**src/rtl/route_input_buffer_pkg.sv**
```systemverilog
// Shared definitions for the router input buffer: output port encoding
// and header field positions within a flit.
package route_input_buffer_pkg;

  typedef logic [2:0] port_t;

  localparam port_t PORT_LOCAL = 3'd0;
  localparam port_t PORT_NORTH = 3'd1;
  localparam port_t PORT_EAST  = 3'd2;
  localparam port_t PORT_SOUTH = 3'd3;
  localparam port_t PORT_WEST  = 3'd4;
  localparam port_t PORT_ERR   = 3'd5;

  // Destination coordinates sit at the top of the flit, x above y.
  function automatic int dest_x_msb(input int data_w);
    return data_w - 1;
  endfunction

  function automatic int dest_y_msb(input int data_w, input int coord_w);
    return data_w - 1 - coord_w;
  endfunction

endpackage

```
**src/rtl/route_input_buffer_xy_route_compute.sv**
```systemverilog
// Combinational XY dimension-order route for one flit header.
// Destinations outside the mesh go to the error sink port.
module xy_route_compute
  import route_input_buffer_pkg::*;
#(
  parameter int COORD_W  = 2,
  parameter int MESH_DIM = 4
) (
  input  logic [COORD_W-1:0] cur_x,
  input  logic [COORD_W-1:0] cur_y,
  input  logic [COORD_W-1:0] dest_x,
  input  logic [COORD_W-1:0] dest_y,
  output port_t              port
);

  localparam logic [31:0] LIMIT = 32'(MESH_DIM);

  logic out_of_mesh;

  assign out_of_mesh = (32'(dest_x) >= LIMIT) || (32'(dest_y) >= LIMIT);

  always_comb begin
    port = PORT_LOCAL;
    if (out_of_mesh)          port = PORT_ERR;
    else if (dest_x > cur_x)  port = PORT_EAST;
    else if (dest_x < cur_x)  port = PORT_WEST;
    else if (dest_y > cur_y)  port = PORT_SOUTH;
    else if (dest_y < cur_y)  port = PORT_NORTH;
  end

endmodule

```
**src/rtl/route_input_buffer.sv**
```systemverilog
// Router input FIFO that computes each flit's XY output port on enqueue.
// Define ROUTE_INPUT_BUFFER_BYPASS_EN for a same-cycle path when empty.
module route_input_buffer
  import route_input_buffer_pkg::*;
#(
  parameter int DATA_W   = 32,
  parameter int DEPTH    = 4,
  parameter int COORD_W  = 2,
  parameter int MESH_DIM = 4
) (
  input  logic                     clk,
  input  logic                     reset,
  input  logic [COORD_W-1:0]       cur_x,
  input  logic [COORD_W-1:0]       cur_y,
  input  logic [DATA_W-1:0]        in_flit,
  input  logic                     in_valid,
  output logic                     in_ready,
  output logic [DATA_W-1:0]        out_flit,
  output port_t                    out_sel,
  output logic                     out_valid,
  input  logic                     out_ready,
  output logic [$clog2(DEPTH):0]   occupancy
);

  localparam int AW     = $clog2(DEPTH);
  localparam int DX_MSB = dest_x_msb(DATA_W);
  localparam int DY_MSB = dest_y_msb(DATA_W, COORD_W);
  localparam logic [AW:0] FULL_CNT = (AW+1)'(DEPTH);

  typedef struct packed {
    port_t             sel;
    logic [DATA_W-1:0] flit;
  } entry_t;

  entry_t          mem [DEPTH];
  logic [AW-1:0]   wr_ptr;
  logic [AW-1:0]   rd_ptr;
  logic [AW:0]     count;
  port_t           in_sel;
  logic            empty;
  logic            push;
  logic            pop;
  logic            wr_en;
  logic            bypass;

  xy_route_compute #(
    .COORD_W  (COORD_W),
    .MESH_DIM (MESH_DIM)
  ) u_route (
    .cur_x  (cur_x),
    .cur_y  (cur_y),
    .dest_x (in_flit[DX_MSB -: COORD_W]),
    .dest_y (in_flit[DY_MSB -: COORD_W]),
    .port   (in_sel)
  );

  assign empty     = (count == '0);
  assign in_ready  = (count < FULL_CNT);
  assign occupancy = count;

`ifdef ROUTE_INPUT_BUFFER_BYPASS_EN
  // An empty buffer with a ready consumer hands the flit straight through.
  assign bypass    = empty && in_valid && out_ready;
  assign out_valid = !empty || bypass;
  assign out_flit  = bypass ? in_flit : mem[rd_ptr].flit;
  assign out_sel   = bypass ? in_sel  : mem[rd_ptr].sel;
`else
  assign bypass    = 1'b0;
  assign out_valid = !empty;
  assign out_flit  = mem[rd_ptr].flit;
  assign out_sel   = mem[rd_ptr].sel;
`endif

  assign push  = in_valid && in_ready;
  assign pop   = out_ready && !empty;
  assign wr_en = push && !bypass;

  always_ff @(posedge clk) begin
    if (reset) begin
      wr_ptr <= '0;
      rd_ptr <= '0;
      count  <= '0;
    end else begin
      if (wr_en) wr_ptr <= wr_ptr + 1'b1;
      if (pop)   rd_ptr <= rd_ptr + 1'b1;
      case ({wr_en, pop})
        2'b10:   count <= count + 1'b1;
        2'b01:   count <= count - 1'b1;
        default: ;
      endcase
    end
  end

  // Payload storage carries no reset; pointers alone define validity.
  always_ff @(posedge clk) begin
    if (wr_en && !reset) mem[wr_ptr] <= '{sel: in_sel, flit: in_flit};
  end

endmodule

```
**config.mk**
```make
export PLATFORM = sky130hd
export DESIGN_NAME = route_input_buffer
export DESIGN_NICKNAME = d
export VERILOG_FILES = /design/src/rtl/route_input_buffer_pkg.sv /design/src/rtl/route_input_buffer_xy_route_compute.sv /design/src/rtl/route_input_buffer.sv
export SDC_FILE = /design/constraint.sdc
export NUM_CORES = 1
export LEC_CHECK = 0
export ABC_CLOCK_PERIOD_IN_PS = 3500
export BUFFER_PORTS_ARGS = -buffer_cell sky130_fd_sc_hd__buf_2
export CAP_MARGIN = 20
export CORE_MARGIN = 4
export CORE_UTILIZATION = 45
export DETAILED_ROUTE_END_ITERATION = 8
export PLACE_DENSITY = 0.73
export SLEW_MARGIN = 20
export SYNTH_ARGS = -nofsm -noshare
export SYNTH_HDL_FRONTEND = slang
export SYNTH_SLANG_ARGS = --single-unit
export TNS_END_PERCENT = 20
```
**constraint.sdc**
```tcl
create_clock -name clk -period 3.5 [get_ports clk]
set_clock_uncertainty 0.2 [all_clocks]
set_input_delay 0.35 -clock clk [delete_from_list [all_inputs] [get_ports clk]]
set_output_delay 0.35 -clock clk [all_outputs]
set_load 0.01 [all_outputs]
```
==> insert_results.sql, run 1 <==
INSERT INTO impl_metrics (metric_group, metric, value, unit) VALUES
('run_status', 'outcome', 'finished, final reports clean', ''),
('detailed_routing', 'drt.antenna.violating_nets', '0', ''),
('clock_tree', 'tritoncts', 'done', ''),
('layout', 'antennaDiodeCount', '0', ''),
('layout', 'post_route_cells_drive_above_1_share', '0.368', ''),
('synth', 'postSynthNetCount', '302', ''),
('clock_tree', 'worstSkewPairLatency', '410', 'ps'),
('layout', 'n_fill_cell', '874', ''),
('detailed_routing', 'drc', '0', ''),
('synth', 'avgSynthCellArea', '22.5', 'sq um'),
('global_route', 'grt-ovfl-total', '0', ''),
('sta', 'grt_setup_unrepaired', 'no', ''),
('placement', 'globalplace.congestion', '0.737', ''),
('synth', 'most_area_consuming_cells_after_synthesis', 'sky130_fd_sc_hd__edfxtp_1 74%, sky130_fd_sc_hd__mux4_2 12%, sky130_fd_sc_hd__dfxtp_1 3.2%', ''),
('synth', 'synth.largest_area_cell', 'sky130_fd_sc_hd__edfxtp_1', ''),
('clock_tree', 'tritoncts.num_buffers', '17', ''),
('placement', 'placement.cell_area', '0.00621', 'sq mm'),
('critical_path', 'setup.worst_path.start_class', 'register', ''),
('global_route', 'grt_pass1_wl', '15.8', 'mm'),
('detailed_routing', 'initial_drt_markers', '175', ''),
('sta', 'timing_worst_slew_pin_value', '956', 'ps'),
('detailed_routing', 'met2WireLength', '5.14', 'mm'),
('sta', 'post-route-worst-setup-slack', '795', 'ps'),
('global_route', 'largest_net_degree_at_the_start_of_global_routing', '36', ''),
('die', 'floorplan.die.width', '120', 'um'),
('critical_path', 'endpoint', 'out_flit[30]', ''),
('clock_tree', 'clkSlewWorstSetupHoldPaths', '60', 'ps'),
('critical_path', 'worst_ep_arrival_time', '2150', 'ps'),
('synth', 'synthDominantCellAreaShare', '0.742', ''),
('die', 'ios', '80', ''),
('power_and_ir_drop', 'ir_drop', '0.000389', 'V'),
('critical_path', 'r2r.worst_path.cells', '4', ''),
('synth', 'yosysMostFrequentCell', 'sky130_fd_sc_hd__edfxtp_1', ''),
('synth', 'synth_seq_cells', '149', ''),
('die', 'fp.dieArea', '0.0145', 'sq mm'),
('synth', 'yosys_most_used_dff', 'sky130_fd_sc_hd__edfxtp_1', ''),
('critical_path', 'timing.rr.end', 'mem[1][30]$_DFFE_PP_', ''),
('detailed_routing', 'via_per_inst', '4.98', ''),
('critical_path', 'critical_path.max_stage_delay', '760', 'ps'),
('detailed_routing', 'met3RoutedLength', '548', 'um'),
('clock_tree', 'tritoncts_num_sinks', '149', ''),
('layout', 'nets', '424', ''),
('critical_path', 'crit_type', 'register to primary output', ''),
('die', 'initial_utilization', '0.466', ''),
('sta', 'final_min_period_over_clock_period', '0.773', ''),
('placement', 'io_buffer_count', '79', ''),
('hold_path', 'worstHoldPathType', 'input port to register', ''),
('sta', 'max_clock_freq', '370', 'MHz'),
('clock_tree', 'post-cts-setup-buffer-count', '0', ''),
('synth', 'synth-warning-count', '0', ''),
('synth', 'synth_async_sr_flop_share', '0', ''),
('synth', 'yosysSeqAreaShare', '0.773', ''),
('critical_path', 'worstPathMaxFanout', '18', ''),
('critical_path', 'ff2ff_setup_slack', '1220', 'ps'),
('die', 'placement_rows', '40', ''),
('job', 'timing.max_cap.violations', '0', ''),
('sta', 'maxSlewHeadroom', '0.363', ''),
('placement', 'post-place-ws', '1120', 'ps'),
('synth', 'post_synth_instance_area', '0.00567', 'sq mm'),
('die', 'die_h', '120', 'um'),
('global_route', 'globalRouteTotalUtil', '0.149', ''),
('clock_tree', 'cts_root_buffer', 'sky130_fd_sc_hd__clkbuf_16', ''),
('critical_path', 'crit_family', 'flip-flops', ''),
('placement', 'cell_total_after_placement', '491', ''),
('hold_path', 'number_of_cells_on_the_worst_hold_path', '2', ''),
('detailed_routing', 'route.final.wire_length', '10.1', 'mm'),
('sta', 'final_min_period', '2700', 'ps'),
('layout', 'final-instance-count-excl-fill', '554', ''),
('layout', 'layout.cell_area.non_filler', '0.00717', 'sq mm'),
('sta', 'setup_viol_count_final', '0', ''),
('power_and_ir_drop', 'finalPower', '5.18', 'mW');
-- worst min-delay path by stage --
stage	to	startpoint	slack, ps
after floorplan	mem[0][0]$_DFFE_PP_	in_flit[0]	250
after global placement	wr_ptr[1]$_SDFFE_PP0P_	wr_ptr[1]$_SDFFE_PP0P_	290
after detailed placement	wr_ptr[1]$_SDFFE_PP0P_	wr_ptr[1]$_SDFFE_PP0P_	290
after CTS	wr_ptr[1]$_SDFFE_PP0P_	reset	8
after global routing	wr_ptr[0]$_SDFFE_PP0P_	reset	20
final	wr_ptr[1]$_SDFFE_PP0P_	reset	10
-- final cells by class --
cell class	instances	area, sq um	area share
Multi-Input combinational cell	81	1150	0.160
Tap cell	168	210	0.0293
Sequential cell	149	4390	0.612
Clock buffer	19	433	0.0604
Inverter	13	48.8	0.00681
Timing Repair Buffer	112	736	0.103
Clock inverter	12	209	0.0291
-- power breakdown --
| part | leakage (nW) | internal, mW | switching (mW) | total [mW] |
|---|---|---|---|---|
| registers | 1.35 | 2.10 | 0.132 | 2.23 |
| clock network | 0.309 | 1.32 | 0.636 | 1.96 |
| logic | 0.848 | 0.527 | 0.468 | 0.995 |
| total | 2.50 | 3.95 | 1.24 | 5.18 |
-- layer usage --
layer / up-vias / track usage
li1: 1271 / -
met1: 1401 / 0.188
met2: 71 / 0.242
met3: 16 / 0.0444
met4: 0 / 0.0616
met5: - / 0
-- cell families (layout without fill, tap and decap cells) --
group | count (synthesis) | in the layout | synth area share
muxes | 35 | 35 | 0.142
DFF | 149 | 149 | 0.773
AOI/OAI and AO/OA | 10 | 10 | 0.0104
and+or+nand+nor | 21 | 21 | 0.0174
adders and majority gates | 10 | 10 | 0.0234
xor gates and xnor gates | 5 | 5 | 0.00773
buffers and inverters | 22 | 156 | 0.0254
-- flip-flops by register name, indices dropped and copies added, names as in the netlist, named ones only --
name       cells
wr_ptr         2
mem          140
occupancy      3
rd_ptr         2
-- placed cells by master (no fill, tap or decap), drive strengths merged --
master         n
clkbuf        19
dfxtp          9
a31oi          1
fa             1
edfxtp       140
clkinvlp       1
or3            1
a21oi          5
bufinv         6
clkinv         5
nor2           8
buf           80
xor2           3
o21ai          2
nand3          1
ha             9
nor3           1
nor2b          2
and2           4
mux4          35
nand2          4
xnor2          2
o311ai         1
inv           13
dlygate4sd3   32
o31a           1
-- what timing repair did --
| item | 4_1_cts | 5_1_grt |
|---|---|---|
| hold buffers | 32 | 0 |
| endpoints found under the hold margin | 128 | 0 |
| endpoints found under the setup margin | 0 | 0 |
| gates resized for setup | 0 | 0 |
Power figures use the tool's default switching activity.
==> inputs of run 2 (changes only) <==
--- a/config.mk
+++ b/config.mk
@@ -5,7 +5,8 @@
 export SDC_FILE = /design/constraint.sdc
 export NUM_CORES = 1
 export LEC_CHECK = 0
-export ABC_CLOCK_PERIOD_IN_PS = 3500
+export ABC_AREA = 1
+export ABC_CLOCK_PERIOD_IN_PS = 2500
 export BUFFER_PORTS_ARGS = -buffer_cell sky130_fd_sc_hd__buf_2
 export CAP_MARGIN = 20
 export CORE_MARGIN = 4
==> constraint.sdc (replaced) <==
create_clock -name clk -period 2.5 [get_ports clk]
set_clock_uncertainty 0.2 [all_clocks]
set_input_delay 0.25 -clock clk [delete_from_list [all_inputs] [get_ports clk]]
set_output_delay 0.25 -clock clk [all_outputs]
set_load 0.01 [all_outputs]
==> insert_results.sql, run 2 <==
INSERT INTO impl_metrics (metric_group, metric, value, unit) VALUES
('run_status', 'outcome', 'finished, final reports clean', ''),
('layout', 'final_core_util', '0.585', ''),
('critical_path', 'worst_ep_arrival_time', '1850', 'ps'),
('clock_tree', 'tritoncts_num_sinks', '149', ''),
('sta', 'setup-tns-final', '0', 'ps'),
('die', 'floorplan.die.width', '121', 'um'),
('placement', 'detailed_place_hpwl', '7.25', 'mm'),
('hold_path', 'number_of_cells_on_the_worst_hold_path', '4', ''),
('critical_path', 'worstPathMaxFanout', '70', ''),
('die', 'placeableCoreArea', '0.0126', 'sq mm'),
('sta', 'grt_setup_unrepaired', 'no', ''),
('die', 'fp.dieArea', '0.0147', 'sq mm'),
('die', 'die_h', '121', 'um'),
('synth', 'ys_types', '19', ''),
('clock_tree', 'tritoncts.num_buffers', '17', ''),
('global_route', 'grt_pass1_wl', '18.6', 'mm'),
('layout', 'largest-register', 'mem', ''),
('synth', 'synthDominantCellAreaShare', '0.729', ''),
('placement', 'globalplace.congestion', '0.836', ''),
('layout', 'antennaDiodeCount', '0', ''),
('critical_path', 'crit_buf_inv', '2', ''),
('synth', 'synth-edff-count', '140', ''),
('hold_path', 'worstHoldPathType', 'input port to register', ''),
('synth', 'synth.largest_area_cell', 'sky130_fd_sc_hd__edfxtp_1', ''),
('detailed_routing', 'post_drt_wl_per_cell', '16.2', 'um'),
('synth', 'yosys_most_used_dff', 'sky130_fd_sc_hd__edfxtp_1', ''),
('clock_tree', 'cts-resized-gates', '0', ''),
('detailed_routing', 'drc', '0', ''),
('global_route', 'grt_antenna_before_repair', '0', ''),
('critical_path', 'setup.worst_path.start_class', 'register', ''),
('critical_path', 'crit_path_capture_type', 'primary output', ''),
('critical_path', 'critical_path.slowest_cell', 'sky130_fd_sc_hd__inv_4', ''),
('global_route', 'grt_pass1_vias', '3737', ''),
('synth', 'synth-warning-count', '0', ''),
('detailed_routing', 'drt.antenna.violating_nets', '0', ''),
('global_route', 'grt-ovfl-total', '0', ''),
('sta', 'post-route-worst-setup-slack', '205', 'ps'),
('clock_tree', 'worstSkewPairLatency', '410', 'ps'),
('sta', 'max_clock_freq', '436', 'MHz'),
('synth', 'synth_async_sr_flop_share', '0', ''),
('synth', 'synthesis.instances', '423', ''),
('die', 'initial_utilization', '0.459', ''),
('synth', 'avgSynthCellArea', '13.6', 'sq um'),
('synth', 'postSynthNetCount', '473', ''),
('power_and_ir_drop', 'power.density_cell_area', '970', 'mW/mm^2'),
('layout', 'post_route_cells_drive_above_1_share', '0.229', ''),
('layout', 'nets', '597', ''),
('layout', 'layout.cells.most_common_list', '140 x sky130_fd_sc_hd__edfxtp_1, 79 x sky130_fd_sc_hd__buf_2, 78 x sky130_fd_sc_hd__nor2_1, 53 x sky130_fd_sc_hd__o21ai_0, 36 x sky130_fd_sc_hd__dlygate4sd3_1', ''),
('sta', 'setup_viol_count_final', '0', ''),
('placement', 'io_buffer_count', '79', ''),
('clock_tree', 'h-tree-depth', '4', ''),
('synth', 'most_area_consuming_cells_after_synthesis', 'sky130_fd_sc_hd__edfxtp_1 73%, sky130_fd_sc_hd__nor2_1 5.3%, sky130_fd_sc_hd__o21ai_0 4.6%', ''),
('die', 'ios', '80', ''),
('sta', 'final_min_period', '2300', 'ps'),
('detailed_routing', 'vias', '3689', ''),
('clock_tree', 'post-cts-setup-buffer-count', '0', ''),
('synth', 'yosysMostFrequentCell', 'sky130_fd_sc_hd__edfxtp_1', ''),
('critical_path', 'critical_path_cell_count', '4', ''),
('critical_path', 'crit_type', 'register to primary output', ''),
('power_and_ir_drop', 'leakage', '2.70', 'nW'),
('sta', 'final_hold_viol_count', '0', ''),
('layout', 'largest_reg_flops', '140', ''),
('detailed_routing', 'first_pass_iters', '4', ''),
('synth', 'netlist_top_cells_count', '140 x sky130_fd_sc_hd__edfxtp_1, 82 x sky130_fd_sc_hd__nor2_1, 53 x sky130_fd_sc_hd__o21ai_0', ''),
('critical_path', 'r2r.worst_path.cells', '13', ''),
('power_and_ir_drop', 'ir_drop', '0.000475', 'V'),
('die', 'placement_rows', '41', ''),
('critical_path', 'critPathRequiredTime', '2050', 'ps'),
('clock_tree', 'clkSlewWorstSetupHoldPaths', '60', 'ps'),
('sta', 'whs', '199', 'ps'),
('global_route', 'largest_net_degree_at_the_start_of_global_routing', '71', ''),
('layout', 'final_common_cell', 'sky130_fd_sc_hd__edfxtp_1', ''),
('placement', 'placement.cell_area', '0.00638', 'sq mm'),
('detailed_routing', 'via_per_inst', '5.04', ''),
('critical_path', 'crit_family', 'buffers and inverters', ''),
('layout', 'n_fill_cell', '986', ''),
('placement', 'post-place-ws', '471', 'ps'),
('global_route', 'globalRouteTotalUtil', '0.168', ''),
('clock_tree', 'ctsLongestPathBuffers', '2', ''),
('synth', 'yosysSeqAreaShare', '0.761', ''),
('synth', 'synth_seq_cells', '149', ''),
('synth', 'post_synth_instance_area', '0.00576', 'sq mm'),
('layout', 'final-instance-count-excl-fill', '732', ''),
('sta', 'slew_violations', '0', ''),
('layout', 'syn_to_final_growth', '27.6', '%'),
('sta', 'maxSlewHeadroom', '0.545', ''),
('critical_path', 'critical_path.cell_chain', 'inv_4, o21ai_0, o22ai_1, buf_2', ''),
('clock_tree', 'cts_root_buffer', 'sky130_fd_sc_hd__clkbuf_16', ''),
('layout', 'layout.cell_area.non_filler', '0.00736', 'sq mm'),
('clock_tree', 'tritoncts', 'done', ''),
('sta', 'final_min_period_over_clock_period', '0.918', ''),
('job', 'timing.max_cap.violations', '0', ''),
('placement', 'cell_total_after_placement', '664', ''),
('detailed_routing', 'initial_drt_markers', '202', ''),
('power_and_ir_drop', 'finalPower', '7.14', 'mW'),
('critical_path', 'critical_path.max_stage_delay', '480', 'ps'),
('sta', 'timing_worst_slew_pin_value', '682', 'ps'),
('detailed_routing', 'route.final.wire_length', '11.9', 'mm');
==> run 2: changes by cell type after synthesis, sizes merged, moves of 3 or more <==
cell,before,now
inv,13,24
nand3,1,5
xor2,3,0
nand2,4,14
nor2,8,82
buf,7,21
o22ai,0,35
and2,4,1
mux4,35,0
o21ai,2,74
==> run 2: final timing paths <==
path	startpoint	endpoint	slack [ps]
max	register	out_flit[26]	200
min	cur_x[1]	mem[3][34]$_DFFE_PP_	200
max reg2reg	occupancy[2]$_SDFFE_PP0P_	occupancy[2]$_SDFFE_PP0P_	470
min reg2reg	occupancy[0]$_SDFFE_PP0P_	occupancy[0]$_SDFFE_PP0P_	300
==> run 2: repair_timing <==
item / CTS / global route
hold buffers: 36 / 0
endpoints found under the setup margin: 0 / 0
endpoints found under the hold margin: 136 / 0
==> run 2: cell families (layout without fill, tap and decap cells) <==
family,count (synthesis),after routing,share of synthesized area
compound gates,117,117,0.110
buf+inv,45,182,0.0389
flops,149,149,0.761
fa+ha+maj,10,10,0.0230
simple gates,102,102,0.0679
==> run 2: power by group <==
group | leakage, nW | switching, mW | internal [mW]
clock network | 0.295 | 0.933 | 1.66
logic | 1.06 | 1.02 | 0.543
registers | 1.35 | 0.0627 | 2.92
total | 2.70 | 2.01 | 5.12
==> run 2: routing by layer <==
layer  share of wire  vias up  wire (um)  track usage
met5               0        -          0            0
li1                -     1797          -            -
met2            0.50      133       5960        0.282
met4           0.013        0        155       0.0714
met3           0.073       12        870       0.0443
met1            0.41     1747       4900        0.205
==> run 2: area by class of cell <==
type                    count  area (sq um)  area share
flip-flops and latches    149          4390       0.596
multi-input cells         229          1190       0.161
repair buffers            126           863       0.117
clock buffers              18           429      0.0583
well taps                 172           215      0.0293
clock inverters            14           185      0.0252
inverters                  24          92.6      0.0126
==> run 2: worst register-to-register path: stages, from the launching register on <==
cell	delay [ps]
sky130_fd_sc_hd__dfxtp_1	330
sky130_fd_sc_hd__inv_1	100
sky130_fd_sc_hd__nand2_1	160
sky130_fd_sc_hd__nand2_1	90
sky130_fd_sc_hd__inv_1	80
sky130_fd_sc_hd__ha_1	170
sky130_fd_sc_hd__inv_1	70
sky130_fd_sc_hd__fa_1	380
sky130_fd_sc_hd__inv_1	70
sky130_fd_sc_hd__nand2_1	50
sky130_fd_sc_hd__nand3_1	80
sky130_fd_sc_hd__nand2_1	50
sky130_fd_sc_hd__nand2_1	50
sky130_fd_sc_hd__nor2_1	40
==> inputs of run 3 (changes only) <==
--- a/config.mk
+++ b/config.mk
@@ -12,7 +12,9 @@
 export CORE_MARGIN = 4
 export CORE_UTILIZATION = 45
 export DETAILED_ROUTE_END_ITERATION = 8
+export MAX_ROUTING_LAYER = met4
 export PLACE_DENSITY = 0.73
+export SKIP_CTS_REPAIR_TIMING = 1
 export SLEW_MARGIN = 20
 export SYNTH_ARGS = -nofsm -noshare
 export SYNTH_HDL_FRONTEND = slang
==> constraint.sdc (replaced) <==
create_clock -name clk -period 2.5 [get_ports clk]
set_clock_uncertainty 0.2 [all_clocks]
set_input_delay 0.25 -clock clk [delete_from_list [all_inputs] [get_ports clk]]
set_output_delay 0.25 -clock clk [all_outputs]
set_load 0.1 [all_outputs]
==> insert_results.sql, run 3 (synthesized netlist as in run 2, its figures left out) <==
INSERT INTO impl_metrics (metric_group, metric, value, unit) VALUES
('hold_path', 'min_from', 'out_ready', ''),
('clock_tree', 'tritoncts_num_sinks', '149', ''),
('layout', 'largest_reg_flops', '140', ''),
('layout', 'layout.cells.most_common_list', '140 x sky130_fd_sc_hd__edfxtp_1, 78 x sky130_fd_sc_hd__nor2_1, 74 x sky130_fd_sc_hd__buf_2, 53 x sky130_fd_sc_hd__o21ai_0, 35 x sky130_fd_sc_hd__o22ai_1', ''),
('sta', 'grt_setup_unrepaired', 'no', ''),
('sta', 'timing_worst_slew_pin_value', '506', 'ps'),
('critical_path', 'timing.rr.end', 'occupancy[2]$_SDFFE_PP0P_', ''),
('global_route', 'grt_pass1_vias', '3592', ''),
('die', 'floorplan.die.width', '121', 'um'),
('detailed_routing', 'post_drt_wl_per_cell', '16.1', 'um'),
('critical_path', 'worst_ep_arrival_time', '1950', 'ps'),
('sta', 'max_clock_freq', '416', 'MHz'),
('critical_path', 'r2r.worst_path.cells', '10', ''),
('layout', 'post_route_cells_drive_above_1_share', '0.254', ''),
('detailed_routing', 'first_pass_iters', '4', ''),
('placement', 'globalplace.congestion', '0.751', ''),
('sta', 'maxSlewHeadroom', '0.665', ''),
('layout', 'nets', '600', ''),
('critical_path', 'r2r_start', 'occupancy[2]$_SDFFE_PP0P_', ''),
('critical_path', 'ff2ff_setup_slack', '550', 'ps'),
('clock_tree', 'cts_root_buffer', 'sky130_fd_sc_hd__clkbuf_16', ''),
('placement', 'io_buffer_count', '79', ''),
('detailed_routing', 'initial_drt_markers', '166', ''),
('detailed_routing', 'via_per_inst', '5.04', ''),
('placement', 'cell_total_after_placement', '670', ''),
('layout', 'syn_to_final_growth', '28.6', '%'),
('clock_tree', 'ctsLongestPathBuffers', '2', ''),
('die', 'ios', '80', ''),
('critical_path', 'setup.worst_path.start_class', 'register', ''),
('critical_path', 'worstPathMaxFanout', '34', ''),
('die', 'die_h', '121', 'um'),
('detailed_routing', 'vias', '3705', ''),
('sta', 'final_min_period', '2400', 'ps'),
('detailed_routing', 'drt.antenna.violating_nets', '0', ''),
('die', 'placement_rows', '41', ''),
('die', 'placeableCoreArea', '0.0126', 'sq mm'),
('clock_tree', 'tritoncts', 'done', ''),
('layout', 'final_core_util', '0.590', ''),
('clock_tree', 'worstSkewPairLatency', '410', 'ps'),
('sta', 'final_min_period_over_clock_period', '0.961', ''),
('layout', 'largest-register', 'mem', ''),
('clock_tree', 'tritoncts.num_buffers', '17', ''),
('job', 'timing.max_cap.violations', '0', ''),
('global_route', 'grt-ovfl-total', '0', ''),
('sta', 'setup_viol_count_final', '0', ''),
('power_and_ir_drop', 'leakage', '2.72', 'nW'),
('run_status', 'outcome', 'finished, final reports clean', ''),
('placement', 'detailed_place_hpwl', '7.35', 'mm'),
('sta', 'setup-tns-final', '0', 'ps'),
('layout', 'final-instance-count-excl-fill', '735', ''),
('sta', 'final_hold_viol_count', '0', ''),
('global_route', 'globalRouteTotalUtil', '0.170', ''),
('hold_path', 'number_of_cells_on_the_worst_hold_path', '3', ''),
('layout', 'antennaDiodeCount', '0', ''),
('detailed_routing', 'drc', '0', ''),
('power_and_ir_drop', 'power.density_cell_area', '1220', 'mW/mm^2'),
('global_route', 'largest_net_degree_at_the_start_of_global_routing', '36', ''),
('power_and_ir_drop', 'ir_drop', '0.000688', 'V'),
('die', 'initial_utilization', '0.459', ''),
('critical_path', 'critPathRequiredTime', '2050', 'ps'),
('critical_path', 'crit_path_capture_type', 'primary output', ''),
('clock_tree', 'h-tree-depth', '4', ''),
('hold_path', 'worstHoldPathType', 'input port to register', ''),
('critical_path', 'crit_type', 'register to primary output', ''),
('layout', 'final_common_cell', 'sky130_fd_sc_hd__edfxtp_1', ''),
('sta', 'slew_violations', '0', ''),
('global_route', 'grt_pass1_wl', '18.3', 'mm'),
('global_route', 'grt_antenna_before_repair', '0', ''),
('clock_tree', 'clkSlewWorstSetupHoldPaths', '60', 'ps'),
('detailed_routing', 'route.final.wire_length', '11.8', 'mm'),
('die', 'fp.dieArea', '0.0147', 'sq mm');
==> run 3: report_power, final <==
| part | internal (mW) | switching, mW | total (mW) |
|---|---|---|---|
| registers | 2.92 | 0.0705 | 2.99 |
| logic | 0.634 | 2.97 | 3.60 |
| clock network | 1.47 | 0.972 | 2.44 |
==> run 3: cell type report <==
class | count | area, sq um
clock buffers | 17 | 425
clock inverters | 15 | 156
fillers | 1000 | 5160
inverters | 24 | 96.3
multi-input cells | 229 | 1220
flip-flops and latches | 149 | 4390
well taps | 172 | 215
repair buffers | 129 | 903
==> run 3: how the worst max path moves through the flow <==
stage                              start                         to  slack, ps  depth (start not counted)
3_5_place_dp                    register                out_flit[7]        500                          5
3_3_place_gp                    register               out_flit[13]        540                          5
6_report                        register                out_flit[8]        100                          4
5_1_grt                         register                out_flit[4]          3                          5
4_1_cts                         register                out_flit[7]         60                          5
2_1_floorplan  occupancy[2]$_SDFFE_PP0P_  occupancy[2]$_SDFFE_PP0P_       -290                         13
==> run 3: metrics by stage <==
| step | setup slack [ps] | power (mW) | hold WS, ps | cell area, sq um |
|---|---|---|---|---|
| CTS | 59.4 | 9.06 | -163 | 7070 |
| detailed placement | 504 | 6.61 | 272 | 6490 |
| global placement | 542 | 6.55 | 263 | 6490 |
| floorplan | -294 | 5.99 | 128 | 5820 |
| global route | 3.39 | 9.39 | 5.98 | 7410 |
| finish | 96.8 | 9.04 | 7.21 | 7410 |
==> run 3: worst max-delay path, stage by stage (launching register included) <==
cell                      delay [ps]
sky130_fd_sc_hd__dfxtp_2         390
sky130_fd_sc_hd__buf_4           330
sky130_fd_sc_hd__o21ai_0         150
sky130_fd_sc_hd__o22ai_1         200
sky130_fd_sc_hd__buf_2           460
==> run 3: routing by layer <==
| metal | part of all wire | track usage |
|---|---|---|
| met1 | 0.42 | 0.199 |
| met2 | 0.52 | 0.281 |
| met3 | 0.039 | 0.0522 |
| met4 | 0.019 | 0.0602 |
| met5 | 0 | - |
